<file path="config.mk">
export PLATFORM = sky130hd
export DESIGN_NAME = dmem_arbiter
export DESIGN_NICKNAME = d
export VERILOG_FILES = /design/src/rtl/dmem_arbiter.sv
export SDC_FILE = /design/constraint.sdc
export NUM_CORES = 1
export LEC_CHECK = 0
export CORE_AREA = 3 3 95 97
export DETAILED_ROUTE_END_ITERATION = 6
export DIE_AREA = 0 0 98 100
export PLACE_DENSITY = 0.67
export SETUP_SLACK_MARGIN = 0.02
export SYNTH_ARGS = -nofsm -noshare
export SYNTH_HDL_FRONTEND = slang
export SYNTH_SLANG_ARGS = --single-unit
export TNS_END_PERCENT = 30
</file>
<file path="constraint.sdc">
create_clock -name clk_i -period 5.43 [get_ports clk_i]
set_input_delay 0.543 -clock clk_i [delete_from_list [all_inputs] [get_ports clk_i]]
set_output_delay 0.543 -clock clk_i [all_outputs]
set_load 0.1 [all_outputs]
</file>
<file path="src/rtl/dmem_arbiter.sv">
// rtl/dmem_arbiter.sv - two-port arbiter in front of the 1W/1R data SRAM
// Port A (LSU) has fixed priority; port B gets a starvation guard and a lock mode.
module dmem_arbiter #(
  parameter int DMEM_ADDR_LEN = 8,
  parameter int STARVE_LIM    = 4
) (
  input  logic                     clk_i,
  input  logic                     reset_i,

  input  logic                     a_valid_i,
  output logic                     a_ready_o,
  input  logic                     a_we_i,
  input  logic [DMEM_ADDR_LEN-1:0] a_addr_i,
  input  logic [3:0]               a_wmask_i,
  input  logic [31:0]              a_wdata_i,
  output logic                     a_rsp_valid_o,
  output logic [31:0]              a_rdata_o,

  input  logic                     b_valid_i,
  output logic                     b_ready_o,
  input  logic                     b_we_i,
  input  logic [DMEM_ADDR_LEN-1:0] b_addr_i,
  input  logic [3:0]               b_wmask_i,
  input  logic [31:0]              b_wdata_i,
  output logic                     b_rsp_valid_o,
  output logic [31:0]              b_rdata_o,
  input  logic                     b_lock_i,

  output logic                     mem_csb0_o,
  output logic [3:0]               mem_wmask0_o,
  output logic [DMEM_ADDR_LEN-3:0] mem_addr0_o,
  output logic [31:0]              mem_din0_o,
  output logic                     mem_csb1_o,
  output logic [DMEM_ADDR_LEN-3:0] mem_addr1_o,
  input  logic [31:0]              mem_dout1_i
);

  localparam logic [3:0] STARVE_LIM_W = 4'(STARVE_LIM);

  typedef enum logic [1:0] {
    PRIO_A  = 2'd0,
    FORCE_B = 2'd1,
    LOCK_B  = 2'd2
  } state_e;

  state_e     state_q, state_d;
  logic [3:0] starve_q, starve_d, starve_inc;
  logic       a_gnt, b_gnt, any_gnt;

  // Response tag: port 0 = A, port 1 = B
  logic       rsp_vld_q, rsp_port_q, rsp_we_q;

  logic                     win_we;
  logic [DMEM_ADDR_LEN-1:0] win_addr;
  logic [3:0]               win_wmask;
  logic [31:0]              win_wdata;
  logic                     wr_sel, rd_sel;

  logic unused_addr_bits;
  assign unused_addr_bits = ^{a_addr_i[1:0], b_addr_i[1:0]};

  always_ff @(posedge clk_i or negedge reset_i) begin
    if (!reset_i) begin
      state_q  <= PRIO_A;
      starve_q <= 4'd0;
    end else begin
      state_q  <= state_d;
      starve_q <= starve_d;
    end
  end

  assign starve_inc = (starve_q == 4'hF) ? starve_q : starve_q + 4'd1;
  assign starve_d   = (b_valid_i && !b_gnt) ? starve_inc : 4'd0;

  always_comb begin
    state_d = state_q;
    case (state_q)
      PRIO_A: begin
        if (b_gnt && b_lock_i) begin
          state_d = LOCK_B;
        end else if (b_valid_i && !b_gnt && (starve_inc >= STARVE_LIM_W)) begin
          state_d = FORCE_B;
        end
      end
      FORCE_B: begin
        if (!b_valid_i) begin
          state_d = PRIO_A;
        end else if (b_lock_i) begin
          state_d = LOCK_B;
        end else begin
          state_d = PRIO_A;
        end
      end
      LOCK_B: begin
        // The request that drops the lock is still served before A regains priority.
        state_d = b_lock_i ? LOCK_B : PRIO_A;
      end
      default: state_d = PRIO_A;
    endcase
  end

  // Grants are qualified by reset so the SRAM stays deselected while reset is held.
  always_comb begin
    a_gnt = 1'b0;
    b_gnt = 1'b0;
    if (reset_i) begin
      case (state_q)
        PRIO_A: begin
          a_gnt = a_valid_i;
          b_gnt = !a_valid_i && b_valid_i;
        end
        FORCE_B, LOCK_B: begin
          b_gnt = b_valid_i;
        end
        default: begin
          a_gnt = 1'b0;
          b_gnt = 1'b0;
        end
      endcase
    end
  end

  assign a_ready_o = a_gnt;
  assign b_ready_o = b_gnt;
  assign any_gnt   = a_gnt || b_gnt;

  assign win_we    = b_gnt ? b_we_i    : a_we_i;
  assign win_addr  = b_gnt ? b_addr_i  : a_addr_i;
  assign win_wmask = b_gnt ? b_wmask_i : a_wmask_i;
  assign win_wdata = b_gnt ? b_wdata_i : a_wdata_i;

  assign wr_sel = any_gnt && win_we;
  assign rd_sel = any_gnt && !win_we;

  assign mem_csb0_o   = !wr_sel;
  assign mem_wmask0_o = wr_sel ? win_wmask : 4'd0;
  assign mem_addr0_o  = wr_sel ? win_addr[DMEM_ADDR_LEN-1:2] : '0;
  assign mem_din0_o   = wr_sel ? win_wdata : 32'd0;
  assign mem_csb1_o   = !rd_sel;
  assign mem_addr1_o  = rd_sel ? win_addr[DMEM_ADDR_LEN-1:2] : '0;

  always_ff @(posedge clk_i or negedge reset_i) begin
    if (!reset_i) begin
      rsp_vld_q  <= 1'b0;
      rsp_port_q <= 1'b0;
      rsp_we_q   <= 1'b0;
    end else begin
      rsp_vld_q  <= any_gnt;
      rsp_port_q <= b_gnt;
      rsp_we_q   <= win_we;
    end
  end

  // SRAM read data arrives the cycle after csb1, i.e. alongside the tag.
  assign a_rsp_valid_o = rsp_vld_q && !rsp_port_q;
  assign b_rsp_valid_o = rsp_vld_q && rsp_port_q;
  assign a_rdata_o     = (a_rsp_valid_o && !rsp_we_q) ? mem_dout1_i : 32'd0;
  assign b_rdata_o     = (b_rsp_valid_o && !rsp_we_q) ? mem_dout1_i : 32'd0;

endmodule

</file>
After elaboration in Yosys (flattened, before gate mapping)
Cells that the tools add are included.
{ "classes": {"addsub": 1, "magnitude_cmp": 1, "eq_ne": 4, "mux": 21, "n_reduce_logical": 20} }
{ "op_table": {"columns": ["operator", "count"], "rows": [
  ["$mux 32", 4],
  ["$mux 4", 4],
  ["$mux 6", 2],
  ["$logic_and 1x1->1", 10],
  ["$mux 2", 4],
  ["$mux 8", 1],
  ["$logic_not 1->1", 7],
  ["$pmux 2 s3", 1],
  ["$add 4x1->4 const B", 1],
  ["$eq 4x4->1 const B", 1],
  ["$ge 4x3->1 const B", 1],
  ["$mux 1", 4],
  ["$ne 3x3->1 const B", 1],
  ["$eq 2x1->1 const B", 1],
  ["$eq 2x2->1 const B", 1],
  ["$logic_not 2->1", 1],
  ["$pmux 1 s2", 1],
  ["$reduce_or 2->1", 1],
  ["$logic_or 1x1->1", 1]
]} }
{ "totals": {"ff_bits": 9, "inputBits": 127, "output_inout_bits": 118, "wordCells": 52} }

Depth between registers and ports, before layout
{ "logic_depth": {"ltp_word": 10, "mapped_depth": 9, "ltp_nobuf": 8} }

Worst setup path after synthesis
No wires, ideal clock.
{ "synth_path": {"path_type": "reg-to-output", "startpoint": "register state_q[0]", "endpoint": "output port mem_addr1_o[0]", "t_arrival_ps": 3641, "t_required_ps": 4887, "slack_ps": 1246, "path_stages_with_launch": 8, "path_buffers": 0, "path_cell_list": "dfrtp_1 inv_1 ha_1 nor2b_4 o211ai_4 nor2_1 nor2_1 nor2_1"} }
{ "synth_via": {"elab_chain_len": 8, "elab_cells_between_ends": 14, "cone_classes": "eq/ne (2); mux (7); reduce/logical (5)"} }
{ "synth_lines": {"columns": ["element", "line_no", "source"], "rows": [
  ["start, declared", "46", "state_e state_q, state_d;"],
  ["start signal, assigned", "67", "state_q <= state_d;"],
  ["$eq 2x1->1 / $eq 2x2->1 (equally long branches)", "107", "case (state_q)"],
  ["$reduce_or 2->1", "107", null],
  ["$pmux 1 s2", "107", null],
  ["$mux 1", "106", "if (reset_i) begin"],
  ["$mux 1", "127", "assign win_we = b_gnt ? b_we_i : a_we_i;"],
  ["$logic_not 1->1", "133", "assign rd_sel = any_gnt && !win_we;"],
  ["$logic_and 1x1->1", "133", null],
  ["$mux 6 (*)", "140", "assign mem_addr1_o = rd_sel ? win_addr[DMEM_ADDR_LEN-1:2] : '0;"],
  ["end, declared", "34", "output logic [DMEM_ADDR_LEN-3:0] mem_addr1_o,"]
]} }
Every way passes the cells marked *; elsewhere a longest branch is shown, timed or not.

Worst setup path in the final report
{ "layout_path": {"startpoint": "input port reset_i", "endpoint": "output port mem_csb0_o"} }
{ "layout_via": {"elab_chain_len": 4, "elab_cells_between_ends": 6, "cone_classes": "mux (3); reduce/logical (3)"} }
{ "layout_lines": {"columns": ["element", "line_no", "source"], "rows": [
  ["start, declared", "8", "input logic reset_i,"],
  ["$mux 1", "106", null],
  ["$mux 1 / $logic_or 1x1->1 (equally long branches)", "127, 125", null],
  ["$logic_and 1x1->1 (*)", "132", "assign wr_sel = any_gnt && win_we;"],
  ["$logic_not 1->1 (*)", "135", "assign mem_csb0_o = !wr_sel;"],
  ["end, declared", "29", "output logic mem_csb0_o,"]
]} }
Marked as above.

==> summary.md <==
| Metric | Value |
|---|---|
| Pre-antenna DRT Iters | `5` |
| CTS sink count | `9` |
| Hold-fix buffer count after cts | `0` |
| Overflow after GRT | `0` |
| Cell-internal power | `0.0004096 W` |
| Status | `completed` |
| Final net count | `630` |
| # resized after CTS | `0` |
| Cell Area, Synth | `1622 um2` |
| Non-filler instance count after layout | `602` |
| Die height | `100 um` |
| Average size of a mapped cell | `6.028 um2` |
| GRT Total Usage | `0.1502` |
| Setup crit start kind | `input port` |
| Width of the die | `98 um` |
| #FFs+latches synth | `9` |
| WL final | `8441 um` |
| Rows | `33` |
| YS warnings | `0` |
| Placer Congestion | `0.7771` |
| Hold crit path type | `flop to flop` |
| Synth-to-layout area growth | `147.2%` |
| Final Max Slew Viols | `0` |
| Routed via count | `2605` |
| Family with the most delay on the worst path | `buffers and inverters` |
| # fillers | `810` |
| Worst path bufs/invs | `3` |
| Mapped Cells | `269` |
| Leakage | `1.777 nW` |
| Net Switching | `0.0008409 W` |
| Syn_nets | `401` |
| Flop pwr share | `0.077` |
| Routed wire length per instance | `14.02 um` |
| Vias in the first global route | `2492` |
| Comb pwr share | `0.860` |
| Starting Density | `0.1974` |
| Antenna cell count | `0` |
| End point of the critical path | `mem_csb0_o` |
| Placed insts | `598` |
| Sw frac | `0.6724` |
| Area fraction of the dominant cell type after synthesis | `0.2546` |
| Main area contributors after synthesis | `and2_1 25%, nand2_1 19%, dfrtp_1 14%` |
| Via density | `4.327` |
| RSZ-0062 raised after global routing | `no` |
| Fin Clk Skew | `2.899 ps` |
| Clock tree buffer depth | `2` |
| Worst Hold Launch | `starve_q[3]$_DFF_PN0_` |
| CP max FO | `44` |
| Clk_lat worst skew | `230 ps` |
| Share of layout cells above drive strength 1 | `0.1227` |
| Clock Tree Root | `clkbuf_8` |
| Worst R2R End | `state_q[1]$_DFFE_PN0P_` |
| DRC | `0` |
| Fin. Hold Viols | `0` |
| Core area | `8217 um2` |
| Synth cell types | `27` |
| FF-to-FF path depth | `8` |
| Post-CTS setup buffers | `0` |
| Post-placement cell area | `3964 um2` |
| Pin count of the biggest net entering global routing | `45` |
| Clock power frac | `0.063` |
| Peak VDD IR | `117.6 uV` |
| Final Critical Period | `4016 ps` |
| Cell depth of the worst setup path | `6` |
| Worst Tran Pin Value | `1132 ps` |
| CP arrival | `3470 ps` |
| CP max-delay cell | `a21boi_4` |
| CTS H-tree lvls | `1` |
| Setup_tns | `0 ps` |
| Post-route design area | `4009 um2` |
| Clk slew on worst S/H paths | `50 ps` |
| Hold WS | `599.7 ps` |
| Detailed Place HPWL | `7202 um` |
| Io pins | `245` |
| Slew HR | `0.2433` |
| R2r startpoint | `state_q[0]$_DFFE_PN0P_` |
| Period utilization | `0.7397` |
| Sequential cell area fraction in the yosys report | `0.1389` |
| Start point of the critical path | `reset_i` |
| PwrDens | `312.0 nW/um2` |
| Area leader, netlist | `and2_1` |
| Num CTS Buffers | `3` |
| Crit Path Class | `input port to primary output` |
| TritonCTS clock tree | `yes` |
| Data required time of the worst path | `4890 ps` |
| Highest clock rate | `249.0 MHz` |
| Worst reg-to-reg setup slack | `3140 ps` |
| Initial antenna violation count | `0` |
| CP max stage delay | `940 ps` |
| Worst Setup End Kind | `primary output` |
| Global-route wire length before repair | `12100 um` |
| Area of the die | `9800 um2` |
| Port bufs | `240` |
| Max_cap viols | `0` |
| Setup Viol. Count Final | `0` |
| Critical-path cell list | `clkdlybuf4s50_1 > nor2b_1 > o211ai_4 > inv_4 > a21boi_4 > buf_4` |
| Routed Antenna Nets | `0` |
| Drt first-iter violations | `59` |
==> flip-flops by register name, indices dropped and copies added (netlist names) <==
name	count
rsp_port_q	1
rsp_vld_q	1
rsp_we_q	1
starve_q	4
state_q	2
==> cell type report <==
class / instances / area [um2] / share of cell area
repair buffers: 242 / 2290 / 0.5712
multi-input cells: 236 / 1292 / 0.3224
flip-flops and latches: 9 / 225.2 / 0.05618
well taps: 105 / 131.4 / 0.03277
clock buffers: 4 / 45.04 / 0.01124
inverters: 6 / 25.02 / 0.006242
==> cell usage after synthesis <==
library cell,n
a211oi_1,1
a21boi_4,1
a21oi_1,37
a221o_1,1
a31oi_1,1
and2_1,66
and3b_1,1
buf_2,7
buf_6,1
clkbuf_1,10
dfrtp_1,9
ha_1,5
inv_1,5
inv_4,1
mux2i_1,8
nand2_1,81
nand3_1,5
nor2_1,17
nor2b_1,2
nor2b_4,1
nor3_1,3
nor3b_1,1
o2111a_1,1
o211ai_1,1
o211ai_4,1
o21ai_0,1
xnor2_1,1
==> cells in the final DEF, fill, tap and decap left out <==
| cell | Yosys | routed |
|---|---|---|
| a211oi_1 | 1 | 1 |
| a21boi_4 | 1 | 1 |
| a21oi_1 | 37 | 37 |
| a221o_1 | 1 | 1 |
| a31oi_1 | 1 | 1 |
| and2_1 | 66 | 66 |
| and3b_1 | 1 | 1 |
| buf_4 | 0 | 53 |
| clkbuf_1 | 10 | 1 |
| clkbuf_8 | 0 | 3 |
| clkdlybuf4s50_1 | 0 | 189 |
| dfrtp_1 | 9 | 9 |
| ha_1 | 5 | 5 |
| inv_1 | 5 | 5 |
| inv_4 | 1 | 1 |
| mux2i_1 | 8 | 8 |
| nand2_1 | 81 | 81 |
| nand3_1 | 5 | 5 |
| nor2_1 | 17 | 17 |
| nor2b_1 | 2 | 2 |
| nor2b_4 | 1 | 1 |
| nor3_1 | 3 | 3 |
| nor3b_2 | 0 | 1 |
| o2111a_1 | 1 | 1 |
| o211ai_1 | 1 | 1 |
| o211ai_4 | 1 | 1 |
| o21ai_0 | 1 | 1 |
| xnor2_1 | 1 | 1 |
==> worst min path at each step <==
stage	cells after the start	to	slack, ps
4_1_cts	2	starve_q[2]$_DFF_PN0_	600
5_1_grt	2	starve_q[2]$_DFF_PN0_	640
2_1_floorplan	0	rsp_port_q$_DFF_PN0_	250
6_report	2	starve_q[2]$_DFF_PN0_	600
3_5_place_dp	2	starve_q[2]$_DFF_PN0_	590
3_3_place_gp	2	starve_q[2]$_DFF_PN0_	580
==> per-stage QoR <==
| stage | power (W) | setup WS [ps] | util |
|---|---|---|---|
| finish | 0.001251 | 1414 | 0.4879 |
| detailed placement | 0.001178 | 1298 | 0.4824 |
| floorplan | 0.0008954 | 1246 | - |
| global route | 0.001296 | 1117 | 0.4879 |
| global placement | 0.001171 | 1332 | 0.4824 |
| CTS | 0.001260 | 1293 | 0.4879 |
==> worst reg2reg max path: stages, from the launching register on <==
cell and delay, ps:
dfrtp_1 370, inv_1 90, ha_1 260, nor2b_4 160, o211ai_4 450, inv_4 320
a221o_1 380, nand3_1 90, mux2i_1 70
==> kinds of logic (layout without fill, tap and decap cells) <==
kind of cell	after synthesis	after routing	share of synthesized area
and+or+nand+nor	177	177	0.5324
muxes	8	8	0.04938
DFF	9	9	0.1389
xor gates and xnor gates	1	1	0.005402
buffers and inverters	24	252	0.06713
adders and majority gates	5	5	0.03858
AOI/OAI and AO/OA	45	45	0.1682
==> power groups by stage <==
stage / sequential, W / combinational (W) / clock [W]
global route: 0.0000993 / 0.00111 / 0.0000839
CTS: 0.0000964 / 0.00108 / 0.0000806
detailed placement: 0.0000975 / 0.00108 / 0
global placement: 0.0000952 / 0.00108 / 0
floorplan: 0.0000929 / 0.000802 / 0
finish: 0.0000966 / 0.00108 / 0.0000786
==> routing by layer <==
layer | routed length [um] | vias to the layer above | part of all wire | global-route usage
met5 | 0 | - | 0 | 0
met4 | 55 | 0 | 0.0065 | 0.02343
met3 | 782 | 6 | 0.093 | 0.02919
met2 | 4485 | 168 | 0.53 | 0.3047
met1 | 3118 | 1113 | 0.37 | 0.1616
li1 | - | 1318 | - | -
Power figures use the tool's default switching activity.
